===== src/rtl/tile_mon_pkg.sv =====
// Shared types and mailbox constants for the per-core stdout/EOC monitor.
package tile_mon_pkg;

  localparam int unsigned MBOX_ERR_OFF  = 32'h0;
  localparam int unsigned MBOX_PUTC_OFF = 32'h4;
  localparam int unsigned MBOX_EOC_OFF  = 32'h8;

  localparam int unsigned MAX_ADDR_W = 64;
  localparam int unsigned MAX_DATA_W = 64;

  typedef logic [7:0] char_t;
  localparam char_t EOL = 8'h0A;

  // Widest supported bus; narrower instances zero-extend into it.
  typedef struct packed {
    logic [MAX_ADDR_W-1:0]   addr;
    logic [MAX_DATA_W-1:0]   data;
    logic [MAX_DATA_W/8-1:0] strb;
  } mon_pair_t;

  typedef enum logic {ARB_IDLE, ARB_GRANT} arb_state_t;

endpackage


===== src/rtl/tile_mon_channel.sv =====
// One monitored core port: AW/W pairing queues, mailbox decode and char FIFO.
module tile_mon_channel
  import tile_mon_pkg::*;
#(
  parameter int unsigned       ADDR_W     = 32,
  parameter int unsigned       DATA_W     = 32,
  parameter logic [ADDR_W-1:0] MBOX_BASE  = '0,
  parameter int unsigned       PEND_DEPTH = 4,
  parameter int unsigned       CHAR_DEPTH = 64
) (
  input  logic                clk,
  input  logic                rst,
  input  logic                aw_valid,
  input  logic                aw_ready,
  input  logic [ADDR_W-1:0]   aw_addr,
  input  logic                w_valid,
  input  logic                w_ready,
  input  logic [DATA_W-1:0]   w_data,
  input  logic [DATA_W/8-1:0] w_strb,
  input  logic                w_last,
  input  logic                pop,
  output logic                char_avail,
  output char_t               char_head,
  output logic                char_last,
  output logic                err_valid,
  output logic [31:0]         err_code,
  output logic                eoc,
  output logic [31:0]         exit_code,
  output logic                ovf,
  output logic [15:0]         drop_cnt
);

  localparam int unsigned PW = $clog2(PEND_DEPTH);
  localparam int unsigned CW = $clog2(CHAR_DEPTH);
  localparam int unsigned SW = DATA_W / 8;
  localparam logic [ADDR_W-1:0] ERR_A  = MBOX_BASE + ADDR_W'(MBOX_ERR_OFF);
  localparam logic [ADDR_W-1:0] PUTC_A = MBOX_BASE + ADDR_W'(MBOX_PUTC_OFF);
  localparam logic [ADDR_W-1:0] EOC_A  = MBOX_BASE + ADDR_W'(MBOX_EOC_OFF);

  logic [ADDR_W-1:0]    aq [PEND_DEPTH];
  logic [DATA_W+SW-1:0] wq [PEND_DEPTH];
  char_t                cq [CHAR_DEPTH];
  logic [PW:0] aq_wr, aq_rd, wq_wr, wq_rd;
  logic [CW:0] cq_wr, cq_rd;
  logic        in_burst;
  logic        stage_v;
  mon_pair_t   stage;

  logic aw_hs, w_first, aq_empty, aq_full, wq_empty, wq_full, pair;
  logic a_pop, a_push, a_ok, d_pop, d_push, d_ok;
  logic [ADDR_W-1:0]    pair_addr;
  logic [DATA_W+SW-1:0] pair_dw;

  always_comb begin
    aw_hs    = aw_valid & aw_ready;
    w_first  = w_valid & w_ready & ~in_burst;
    aq_empty = (aq_wr == aq_rd);
    wq_empty = (wq_wr == wq_rd);
    aq_full  = (aq_wr[PW] != aq_rd[PW]) && (aq_wr[PW-1:0] == aq_rd[PW-1:0]);
    wq_full  = (wq_wr[PW] != wq_rd[PW]) && (wq_wr[PW-1:0] == wq_rd[PW-1:0]);
    pair     = (~aq_empty | aw_hs) & (~wq_empty | w_first);
    // An empty queue is bypassed: the live handshake is paired directly and never stored.
    a_pop    = pair & ~aq_empty;
    d_pop    = pair & ~wq_empty;
    a_push   = aw_hs & ~(pair & aq_empty);
    d_push   = w_first & ~(pair & wq_empty);
    a_ok     = a_push & (~aq_full | a_pop);
    d_ok     = d_push & (~wq_full | d_pop);
    pair_addr = aq_empty ? aw_addr : aq[aq_rd[PW-1:0]];
    pair_dw   = wq_empty ? {w_strb, w_data} : wq[wq_rd[PW-1:0]];
  end

  logic        lane_hi, do_err, do_putc, do_eoc, c_full, c_push;
  logic [31:0] word;
  logic [3:0]  lstrb;
  logic [ADDR_W-1:0] waddr;

  always_comb begin
    lane_hi = (DATA_W == 64) && stage.addr[2];
    word    = lane_hi ? stage.data[63:32] : stage.data[31:0];
    lstrb   = lane_hi ? stage.strb[7:4] : stage.strb[3:0];
    waddr   = {stage.addr[ADDR_W-1:2], 2'b00};
    do_err  = stage_v && (waddr == ERR_A) && (lstrb == 4'hF);
    do_putc = stage_v && (waddr == PUTC_A) && lstrb[0];
    do_eoc  = stage_v && (waddr == EOC_A) && (lstrb == 4'hF) && (word != '0) && !eoc;
    c_full  = (cq_wr[CW] != cq_rd[CW]) && (cq_wr[CW-1:0] == cq_rd[CW-1:0]);
    c_push  = do_putc && (!c_full || pop);
    char_avail = (cq_wr != cq_rd);
    char_head  = cq[cq_rd[CW-1:0]];
    char_last  = ((cq_wr - cq_rd) == (CW+1)'(1)) && !do_putc;
  end

  logic unused_stage;
  assign unused_stage = ^stage;

  always_ff @(posedge clk) begin
    if (a_ok)   aq[aq_wr[PW-1:0]] <= aw_addr;
    if (d_ok)   wq[wq_wr[PW-1:0]] <= {w_strb, w_data};
    if (c_push) cq[cq_wr[CW-1:0]] <= word[7:0];
  end

  always_ff @(posedge clk or posedge rst) begin
    if (rst) begin
      aq_wr <= '0; aq_rd <= '0; wq_wr <= '0; wq_rd <= '0;
      cq_wr <= '0; cq_rd <= '0;
      in_burst <= 1'b0; stage_v <= 1'b0; stage <= '0;
      err_valid <= 1'b0; err_code <= '0; eoc <= 1'b0; exit_code <= '0;
      ovf <= 1'b0; drop_cnt <= '0;
    end else begin
      if (w_valid && w_ready) in_burst <= ~w_last;
      if (a_ok) aq_wr <= aq_wr + 1'b1;
      if (d_ok) wq_wr <= wq_wr + 1'b1;
      if (a_pop) aq_rd <= aq_rd + 1'b1;
      if (d_pop) wq_rd <= wq_rd + 1'b1;
      if ((a_push && !a_ok) || (d_push && !d_ok)) ovf <= 1'b1;
      stage_v     <= pair;
      stage.addr  <= MAX_ADDR_W'(pair_addr);
      stage.data  <= MAX_DATA_W'(pair_dw[DATA_W-1:0]);
      stage.strb  <= (MAX_DATA_W/8)'(pair_dw[DATA_W+SW-1:DATA_W]);
      if (do_err) begin err_code <= word; err_valid <= 1'b1; end
      if (do_eoc) begin exit_code <= word; eoc <= 1'b1; end
      if (c_push) cq_wr <= cq_wr + 1'b1;
      if (pop)    cq_rd <= cq_rd + 1'b1;
      if (do_putc && !c_push && drop_cnt != 16'hFFFF) drop_cnt <= drop_cnt + 16'd1;
    end
  end

endmodule


===== src/rtl/tile_stdout_eoc_monitor.sv =====
// Per-core mailbox monitor with a round-robin (optionally line-atomic) stdout merger.
module tile_stdout_eoc_monitor
  import tile_mon_pkg::*;
#(
  parameter int unsigned       N_CH       = 4,
  parameter int unsigned       ADDR_W     = 32,
  parameter int unsigned       DATA_W     = 32,
  parameter logic [ADDR_W-1:0] MBOX_BASE  = ADDR_W'(32'h2FFF_0000),
  parameter int unsigned       PEND_DEPTH = 4,
  parameter int unsigned       CHAR_DEPTH = 64,
  parameter int unsigned       LINE_MODE  = 1,
  localparam int unsigned      CH_W       = (N_CH > 1) ? $clog2(N_CH) : 1
) (
  input  logic                       clk_i,
  input  logic                       rst_i,
  input  logic [N_CH-1:0]            aw_valid_i,
  input  logic [N_CH-1:0]            aw_ready_i,
  input  logic [N_CH*ADDR_W-1:0]     aw_addr_i,
  input  logic [N_CH-1:0]            w_valid_i,
  input  logic [N_CH-1:0]            w_ready_i,
  input  logic [N_CH*DATA_W-1:0]     w_data_i,
  input  logic [N_CH*DATA_W/8-1:0]   w_strb_i,
  input  logic [N_CH-1:0]            w_last_i,
  output logic                       char_valid_o,
  input  logic                       char_ready_i,
  output logic [CH_W-1:0]            char_ch_o,
  output logic [7:0]                 char_data_o,
  output logic [N_CH-1:0]            err_valid_o,
  output logic [N_CH*32-1:0]         err_code_o,
  output logic [N_CH-1:0]            eoc_o,
  output logic [N_CH*32-1:0]         exit_code_o,
  output logic                       all_eoc_o,
  output logic [N_CH-1:0]            ovf_o,
  output logic [N_CH*16-1:0]         drop_cnt_o
);

  logic [N_CH-1:0] avail, last, pop;
  char_t           head [N_CH];

  for (genvar g = 0; g < N_CH; g++) begin : g_ch
    tile_mon_channel #(
      .ADDR_W(ADDR_W), .DATA_W(DATA_W), .MBOX_BASE(MBOX_BASE),
      .PEND_DEPTH(PEND_DEPTH), .CHAR_DEPTH(CHAR_DEPTH)
    ) u_ch (
      .clk(clk_i), .rst(rst_i),
      .aw_valid(aw_valid_i[g]), .aw_ready(aw_ready_i[g]),
      .aw_addr(aw_addr_i[g*ADDR_W +: ADDR_W]),
      .w_valid(w_valid_i[g]), .w_ready(w_ready_i[g]),
      .w_data(w_data_i[g*DATA_W +: DATA_W]),
      .w_strb(w_strb_i[g*(DATA_W/8) +: DATA_W/8]),
      .w_last(w_last_i[g]), .pop(pop[g]),
      .char_avail(avail[g]), .char_head(head[g]), .char_last(last[g]),
      .err_valid(err_valid_o[g]), .err_code(err_code_o[g*32 +: 32]),
      .eoc(eoc_o[g]), .exit_code(exit_code_o[g*32 +: 32]),
      .ovf(ovf_o[g]), .drop_cnt(drop_cnt_o[g*16 +: 16])
    );
  end

  assign all_eoc_o = &eoc_o;

  arb_state_t      state;
  logic [CH_W-1:0] rr, gch, pick, sel, next_rr;
  logic            pick_v, fire, release_ch;
  int unsigned     k;

  // IDLE offers the pick combinationally so a char can leave the cycle it lands;
  // GRANT is entered whenever the offer is not finished, which keeps the head stable.
  always_comb begin
    pick_v = 1'b0;
    pick   = '0;
    k      = 0;
    for (int unsigned i = 0; i < N_CH; i++) begin
      k = (32'(rr) + i) % N_CH;
      if (!pick_v && avail[CH_W'(k)]) begin
        pick_v = 1'b1;
        pick   = CH_W'(k);
      end
    end
    sel          = (state == ARB_GRANT) ? gch : pick;
    char_valid_o = (state == ARB_GRANT) || pick_v;
    char_data_o  = head[sel];
    char_ch_o    = sel;
    fire         = char_valid_o && char_ready_i;
    release_ch   = (LINE_MODE == 0) || (head[sel] == EOL) || last[sel];
    next_rr      = (sel == CH_W'(N_CH-1)) ? '0 : sel + CH_W'(1);
    pop          = '0;
    for (int unsigned i = 0; i < N_CH; i++) pop[i] = fire && (sel == CH_W'(i));
  end

  always_ff @(posedge clk_i or posedge rst_i) begin
    if (rst_i) begin
      state <= ARB_IDLE;
      rr    <= '0;
      gch   <= '0;
    end else begin
      case (state)
        ARB_IDLE:
          if (pick_v) begin
            if (fire && release_ch) rr <= next_rr;
            else begin
              state <= ARB_GRANT;
              gch   <= pick;
            end
          end
        ARB_GRANT:
          if (fire && release_ch) begin
            rr    <= next_rr;
            state <= ARB_IDLE;
          end
        default: state <= ARB_IDLE;
      endcase
    end
  end

endmodule

===== config.mk =====
export PLATFORM = sky130hd
export DESIGN_NAME = tile_stdout_eoc_monitor
export DESIGN_NICKNAME = d
export VERILOG_FILES = /design/src/rtl/tile_mon_pkg.sv /design/src/rtl/tile_mon_channel.sv /design/src/rtl/tile_stdout_eoc_monitor.sv
export SDC_FILE = /design/constraint.sdc
export NUM_CORES = 2
export LEC_CHECK = 0
export CAP_MARGIN = 25
export CORE_MARGIN = 8
export CORE_UTILIZATION = 40
export DETAILED_ROUTE_END_ITERATION = 10
export SLEW_MARGIN = 20
export SYNTH_ARGS = -nofsm -noshare
export SYNTH_HDL_FRONTEND = slang
export SYNTH_HIERARCHICAL = 1
export SYNTH_SLANG_ARGS = --single-unit

===== constraint.sdc =====
create_clock -name clk_i -period 8.25 [get_ports clk_i]
set_input_delay 2.0625 -clock clk_i [delete_from_list [all_inputs] [get_ports clk_i]]
set_output_delay 2.0625 -clock clk_i [all_outputs]
set_load 0.1 [all_outputs]

; Word-level counts from Yosys, hierarchy flattened
; Memories as Yosys holds them, arrays and structs flattened.
; Index checks and enable logic that the tools add are counted.
[totals]
mem_bits_rw = 3136
wordCells = 475
input_bits = 295
regBits = 721
output_inout_bits = 344
mem_count = 12
[classes]
mux = 61
eq_ne = 65
add_sub_neg = 36
bitwise = 99
reduce_logical = 125
n_lt_le_gt_ge = 6
[memory_table]
columns = name, words, word_bits, rd, rd_ports_with_merged_regs, write_ports, line
row1 = g_ch[0].u_ch.cq, 64, 8, 1, 0, 1, tile_mon_channel.sv:42  ; char_t cq [CHAR_DEPTH];
row2 = g_ch[1].u_ch.cq, 64, 8, 1, 0, 1, tile_mon_channel.sv:42
row3 = g_ch[2].u_ch.cq, 64, 8, 1, 0, 1, tile_mon_channel.sv:42
row4 = g_ch[3].u_ch.cq, 64, 8, 1, 0, 1, tile_mon_channel.sv:42
row5 = g_ch[0].u_ch.wq, 4, 36, 1, 0, 1, tile_mon_channel.sv:41  ; logic [DATA_W+SW-1:0] wq [PEND_DEPTH];
row6 = g_ch[1].u_ch.wq, 4, 36, 1, 0, 1, tile_mon_channel.sv:41
row7 = +6 memories, --, --, --, --, --, --
[op_table]
columns = op, count
row1 = "== test 30 x 28 -> 1 bit, second input constant", 12
row2 = two-way mux 36 bit, 4
row3 = two-way mux 32 bit, 4
row4 = nonzero test 32 bit, 4
row5 = logical AND 1 bit, 81
row6 = "adder 16 x 1 -> 16 bit, second input constant", 4
row7 = "inequality test 16 bit, second input constant", 4
row8 = "adder 7 x 1 -> 7 bit, second input constant", 8
row9 = "adder 3 x 1 -> 3 bit, second input constant", 16
row10 = AND 1 bit, 48
row11 = two-way mux 1 bit, 35
row12 = NOT 1 bit, 34
row13 = "== test 7 x 1 -> 1 bit, second input constant", 4
row14 = inequality test 7 bit, 4
row15 = subtractor 7 bit, 4
row16 = zero test 1 bit, 27
row17 = == test 3 bit, 8
row18 = == test 6 bit, 4
row19 = binary-select mux 8 bit (select 2 bit), 1
row20 = == test 2 bit, 8
row21 = "== test 4 bit, second input constant", 4
row22 = two-way mux 2 bit, 8
row23 = two-way mux 8 bit, 2
row24 = bitwise OR 1 bit, 16
row25 = 17 further kinds, 48

; Longest topological paths before layout
[logic_depth]
ltp_word = 24
ltp_mapped = 22
ltp_nobuf = 15

; Hierarchy
; Netlist, hierarchy kept.
[by_module_without_submodules]
columns = module, area_each_um2, seq_area_each_um2, cells_per_inst, n_inst
row1 = tile_mon_channel (g_ch[3].u_ch), 37174.4, 27731.6, 1924, 1
row2 = tile_mon_channel (g_ch[1].u_ch), 37048.0, 27731.6, 1881, 1
row3 = tile_mon_channel (g_ch[2].u_ch), 37010.5, 27731.6, 1885, 1
row4 = tile_mon_channel (g_ch[0].u_ch), 36952.9, 27731.6, 1854, 1
row5 = tile_stdout_eoc_monitor, 778.2, 125.1, 105, 1

; Least setup slack after synthesis
; OpenSTA, ideal clock, no wires.
[synth_path]
path_kind = register -> output
from = register g_ch[2].u_ch.cq_rd[1]
to = output port char_data_o[2]
required_ns = 6.188
t_arrival_ns = 5.800
stages_incl_launch_ff = 17
path_buffers = 5
slack_ns = 0.387
path_cell_list = dfrtp_1 clkbuf_1 buf_2 clkbuf_1 buf_1 inv_1 ha_1 nand2_1 nor2_1 nand2_1 mux2i_1 o211a_1 a32o_2 clkbuf_1 nand2_1 and3_1 a31oi_1
[synth_between]
elab_chain_cells = 18
[synth_lines]
columns = item, line
row1 = start: declaration, tile_mon_channel.sv:44  ; logic [CW:0] cq_wr, cq_rd;
row2 = start signal: assignment, tile_mon_channel.sv:123  ; if (pop) cq_rd <= cq_rd + 1'b1;
row3 = inequality test 7 bit *, tile_mon_channel.sv:88  ; char_avail = (cq_wr != cq_rd);
row4 = named net avail[2], tile_stdout_eoc_monitor.sv:37  ; logic [N_CH-1:0] avail, last, pop;
row5 = binary-select mux 1 bit (select 2 bit), tile_stdout_eoc_monitor.sv:74  ; if (!pick_v && avail[CH_W'(k)]) begin
row6 = two-way mux 1 bit (implied by the code), tile_stdout_eoc_monitor.sv:74
row7 = two-way mux 1 bit, tile_stdout_eoc_monitor.sv:74
row8 = zero test 1 bit, tile_stdout_eoc_monitor.sv:74
row9 = logical AND 1 bit, tile_stdout_eoc_monitor.sv:74
row10 = two-way mux 1 bit, tile_stdout_eoc_monitor.sv:74
row11 = [... 3 more ...], --
row12 = zero test 1 bit, tile_stdout_eoc_monitor.sv:74
row13 = logical AND 1 bit, tile_stdout_eoc_monitor.sv:74
row14 = two-way mux 2 bit *, tile_stdout_eoc_monitor.sv:74
row15 = two-way mux 2 bit *, tile_stdout_eoc_monitor.sv:79  ; sel = (state == ARB_GRANT) ? gch : pick;
row16 = named net char_ch_o[0], tile_stdout_eoc_monitor.sv:26  ; output logic [CH_W-1:0] char_ch_o,
row17 = NOT 2 -> 3 bit (implied by the code) *, tile_stdout_eoc_monitor.sv:81  ; char_data_o = head[sel];
row18 = binary-select mux 8 bit (select 2 bit) *, tile_stdout_eoc_monitor.sv:81
row19 = two-way mux 8 bit (implied by the code) * (2 in a row), tile_stdout_eoc_monitor.sv:81
row20 = end: declaration, tile_stdout_eoc_monitor.sv:27  ; output logic [7:0] char_data_o,
; Mark *: on every way through the listed nets, which the timed path passes. The rest lies on a longest branch. The select of a mux whose other input is x is not followed.

; Worst setup path after layout
[layout_path]
from = register g_ch[1].u_ch.cq_rd[5]
to = output port char_data_o[2]
[layout_between]
elab_chain_cells = 18
[layout_lines]
columns = item, line
row1 = start: declaration, tile_mon_channel.sv:44
row2 = start signal: assignment, tile_mon_channel.sv:123
row3 = inequality test 7 bit *, tile_mon_channel.sv:88
row4 = named net avail[1], tile_stdout_eoc_monitor.sv:37
row5 = binary-select mux 1 bit (select 2 bit), tile_stdout_eoc_monitor.sv:74
row6 = two-way mux 1 bit (implied by the code), tile_stdout_eoc_monitor.sv:74
row7 = two-way mux 1 bit, tile_stdout_eoc_monitor.sv:74
row8 = zero test 1 bit, tile_stdout_eoc_monitor.sv:74
row9 = logical AND 1 bit, tile_stdout_eoc_monitor.sv:74
row10 = two-way mux 1 bit, tile_stdout_eoc_monitor.sv:74
row11 = [... 2 more ...], --
row12 = two-way mux 1 bit, tile_stdout_eoc_monitor.sv:74
row13 = zero test 1 bit, tile_stdout_eoc_monitor.sv:74
row14 = logical AND 1 bit, tile_stdout_eoc_monitor.sv:74
row15 = two-way mux 2 bit *, tile_stdout_eoc_monitor.sv:74
row16 = two-way mux 2 bit *, tile_stdout_eoc_monitor.sv:79
row17 = NOT 2 -> 3 bit (implied by the code) *, tile_stdout_eoc_monitor.sv:81
row18 = binary-select mux 8 bit (select 2 bit) *, tile_stdout_eoc_monitor.sv:81
row19 = two-way mux 8 bit (implied by the code) * (2 in a row), tile_stdout_eoc_monitor.sv:81
; Marked as above.

==> qor.txt <==
vias in the first global route: 78,753
Synth Area in XOR/XNOR: 1.08%
multiplexer area fraction after synthesis: 16.1%
P_leak: 59.1 nW
WP buf/inv: 3
endpoints failing setup: 0
skew final: 0.0784 ns
Cell variety after synth: 84
Pwr Density: 336 nW/um^2
Most used DFF post-synth: edfxtp_1
row cnt: 224
ANT nets after route: 0
WL met2: 178 mm
die height: 626 um
Hold Path Sink: g_ch[2].u_ch/err_valid
reg2reg start: g_ch[1].u_ch/cq_rd[5]
Comb pwr share: 27.8%
status: finished clean
Design Area, Final: 175,000 um^2
number of flops mapped to enable cells by yosys: 3,104
compound-gate portion of the synthesized area: 2.45%
Initial Util: 40.1%
Final Max Slew Viols: 0
min Tclk post-route: 7.82 ns
Max Buffers Root-to-Sink: 4
hold_sp: g_ch[2].u_ch/err_valid
sequential share of power: 42.5%
CTS Buf Count: 385
NetSw: 18.2 mW
post-cts resize count: 0
Syn. warnings: 6
Synth Instances: 7,649
Worst-Margin Slew: 1.08 ns
register area share after synthesis: 74.5%
CP delay by family, top: simple AND/OR/NAND/NOR gates
Sw Ratio: 31.0%
relative slew slack: 28.1%
Mapped Avg Cell Area: 19.5 um^2
antenna violations before repair: 62
Peak VDD IR: 0.502 mV
IO Port Bufs: 630
top layer reached by signal wires: met5
crit start category: flip-flop
Ports: 639
CP Data Arrival Time: 5.76 ns
Area Growth Syn to Fin: 17.6%
drt first pass iters: 6
max cap viols: 0
synthesized-area fraction occupied by adder cells: 0.726%
Post-DP Area: 162,000 um^2
ys async rst share: 18.7%
CP Class: flip-flop to primary output
final layout net count: 8,864
Clk pwr share: 29.7%
Simple-Gate Fraction of Synth Area: 3.82%
metal3 WL: 23.1 mm
DR iter-0 viols: 6,551
worst min-delay path class: flip-flop to flip-flop
global route total overflow: 0
CP max-delay cell: a31oi_1
CP Max Fanout: 19
Syn Std Cell Area: 149,000 um^2
# fillers: 30,887
#FFs+latches synth: 3,817
RSZ-0062 raised after global routing: no
flop-to-flop setup slack: 0.87 ns
first-pass GRT wire length: 540 mm
endpoint of the worst-slack reg-to-reg timing path: g_ch[2].u_ch/cq[19][6]
H-Tree Depth: 5
die area: 392,000 um^2
Post-CTS Setup Bufs: 0
drt wl/cell: 26.6 um
Synthesized Nets: 8,028
DPL Wire Length: 230 mm
largest family of logic cells by synthesized area: multiplexers
clock sinks: 3,817
CTS tree: built
latest clock arrival within the worst-skew pair: 0.95 ns
hold-fix buffers at CTS: 0
DR vias: 75,404
max frequency: 128 MHz
clk slew on worst S/H paths: 0.06 ns
Final Cycle Share: 94.8%
root buf cell: clkbuf_16
drt total wl: 368 mm
vias per cell: 5.46
setup TNS: 0 ns
CP peak stage delay: 0.71 ns
hold slack: 0.470 ns
core area: 372,000 um^2
Worst Reg-to-Reg Cells: 14
gr usage total: 18.2%
pin count of the biggest net entering global routing: 156
critical path cell sequence: clkinv_1 > ha_1 > nand4_1 > or3_1 > or4_4 > o211a_1 > a32o_2 > clkinv_4 > nand2_1 > and3_1 > a31oi_1 > buf_12
internal power: 40.6 mW
CP Capture Type: primary output
Die W: 626 um
DRC: 0
layout cell share with drive strength beyond 1: 24.4%
hold depth: 1
routability cong.: 0.833
M1 WL: 157 mm
Power Total: 58.8 mW
Worst Path Required: 6.19 ns
Hold Fails Final Rpt: 0
flip-flops by register name, indices dropped and copies added, names as in the netlist, 16 cells and up:
| register | cells |
|---|---|
| g_ch.u_ch/aq | 480 |
| g_ch.u_ch/cq | 2048 |
| g_ch.u_ch/cq_rd | 28 |
| g_ch.u_ch/cq_wr | 28 |
| g_ch.u_ch/drop_cnt | 64 |
| g_ch.u_ch/err_code | 128 |
| g_ch.u_ch/exit_code | 128 |
| g_ch.u_ch/lstrb | 16 |
| g_ch.u_ch/stage | 248 |
| g_ch.u_ch/wq | 576 |
worst max path at each step:
stage / start / end / slack, ns / cells past startpoint
global placement: g_ch[1].u_ch/cq_rd[5] / g_ch[2].u_ch/cq[19][4] / 1.24 / 14
CTS: g_ch[1].u_ch/cq_rd[5] / char_data_o[2] / 0.39 / 12
detailed placement: g_ch[1].u_ch/cq_rd[5] / g_ch[2].u_ch/cq[19][4] / 1.04 / 14
finish: g_ch[1].u_ch/cq_rd[5] / char_data_o[2] / 0.43 / 12
global route: g_ch[1].u_ch/cq_rd[5] / char_data_o[1] / 0.19 / 12
floorplan: g_ch[2].u_ch/cq_rd[1] / char_data_o[2] / 0.39 / 16
synth_stat cells, types with 12 or more instances:
library cell	instances	area share, %
o22ai_1	47	0.20
buf_4	13	0.066
buf_2	82	0.28
ha_1	80	0.67
dfrtp_1	713	12
nor3_1	36	0.12
a22o_1	20	0.12
buf_1	75	0.19
and2_1	54	0.23
nand3_1	98	0.33
or2_2	12	0.050
nor2b_1	31	0.13
o21ai_0	55	0.18
o221ai_1	63	0.37
a221oi_1	35	0.21
nand4b_1	13	0.076
xnor2_1	122	0.72
a311oi_1	14	0.082
edfxtp_1	3104	63
mux2_2	585	4.4
mux4_2	640	9.7
nor2_1	350	0.88
clkbuf_1	192	0.48
nand3b_1	24	0.12
or3_1	14	0.059
nor4_1	62	0.26
a31oi_1	30	0.13
nand2b_1	12	0.050
nand3_2	13	0.087
xor2_1	61	0.36
mux2i_1	299	2.0
and3_1	25	0.10
a22oi_1	73	0.37
nor4b_1	17	0.10
a21oi_1	104	0.35
nand4_1	64	0.27
nand2_1	169	0.43
inv_1	86	0.22
layout make-up:
type / count / area [um^2] / share of cell area, %
Clock inverter: 222 / 2370 / 1.35
Sequential cell: 3817 / 111000 / 63.5
Antenna cell: 23 / 57.6 / 0.0329
Inverter: 93 / 384 / 0.219
Multi-Input combinational cell: 3377 / 36200 / 20.6
Tap cell: 4972 / 6220 / 3.55
Clock buffer: 496 / 10300 / 5.91
Timing Repair Buffer: 811 / 8440 / 4.82
kinds of logic after synthesis:
kind of cell / after synthesis
and+or+nand+nor: 1068
DFF: 3817
adders and majority gates: 84
AOI/OAI and AO/OA: 516
buffers and inverters: 455
muxes: 1526
xor gates and xnor gates: 183
through the flow:
stage	instances	util, %	setup WS [ns]
finish	13811	47.1	0.430
detailed placement	13062	43.6	1.04
CTS	13780	47.1	0.390
global route	13797	47.1	0.191
floorplan	7649	-	0.387
global placement	13028	43.4	1.24
per-layer routing:
layer / global-route usage, % / up-vias
met3: 3.69 / 582
li1: - / 32475
met4: 4.60 / 50
met2: 29.8 / 2242
met5: 0 / -
met1: 25.2 / 40055
power groups by stage:
stage | combinational [mW] | clock (mW) | sequential (mW)
final | 16.3 | 17.5 | 25.0
after floorplan | 10.3 | 0 | 25.6
after CTS | 16.6 | 17.9 | 25.0
after global routing | 17.4 | 18.6 | 25.2
after global placement | 16.2 | 0 | 25.4
after detailed placement | 16.5 | 0 | 25.4
placed cells by master, fill, tap and decap left out, types with 77 or more instances in the layout:
cell type / count
clkbuf_1: 88
ha_1: 80
inv_1: 77
nand2_1: 165
mux2i_1: 299
xnor2_1: 122
clkbuf_16: 391
nand3_1: 98
a21oi_1: 104
mux2_2: 585
nor2_1: 349
mux4_2: 640
clkdlybuf4s50_1: 608
edfxtp_1: 3104
buf_4: 150
dfrtp_1: 659
worst register-to-register path, delay by kind of cell (launching register included):
family,cells,cell delay [ns]
compound gates,3,0.86
fa+ha+maj,2,0.68
buf+inv,2,0.62
flops,1,0.62
simple gates,7,4.24
Note: power is estimated with default switching activity, not from simulation.
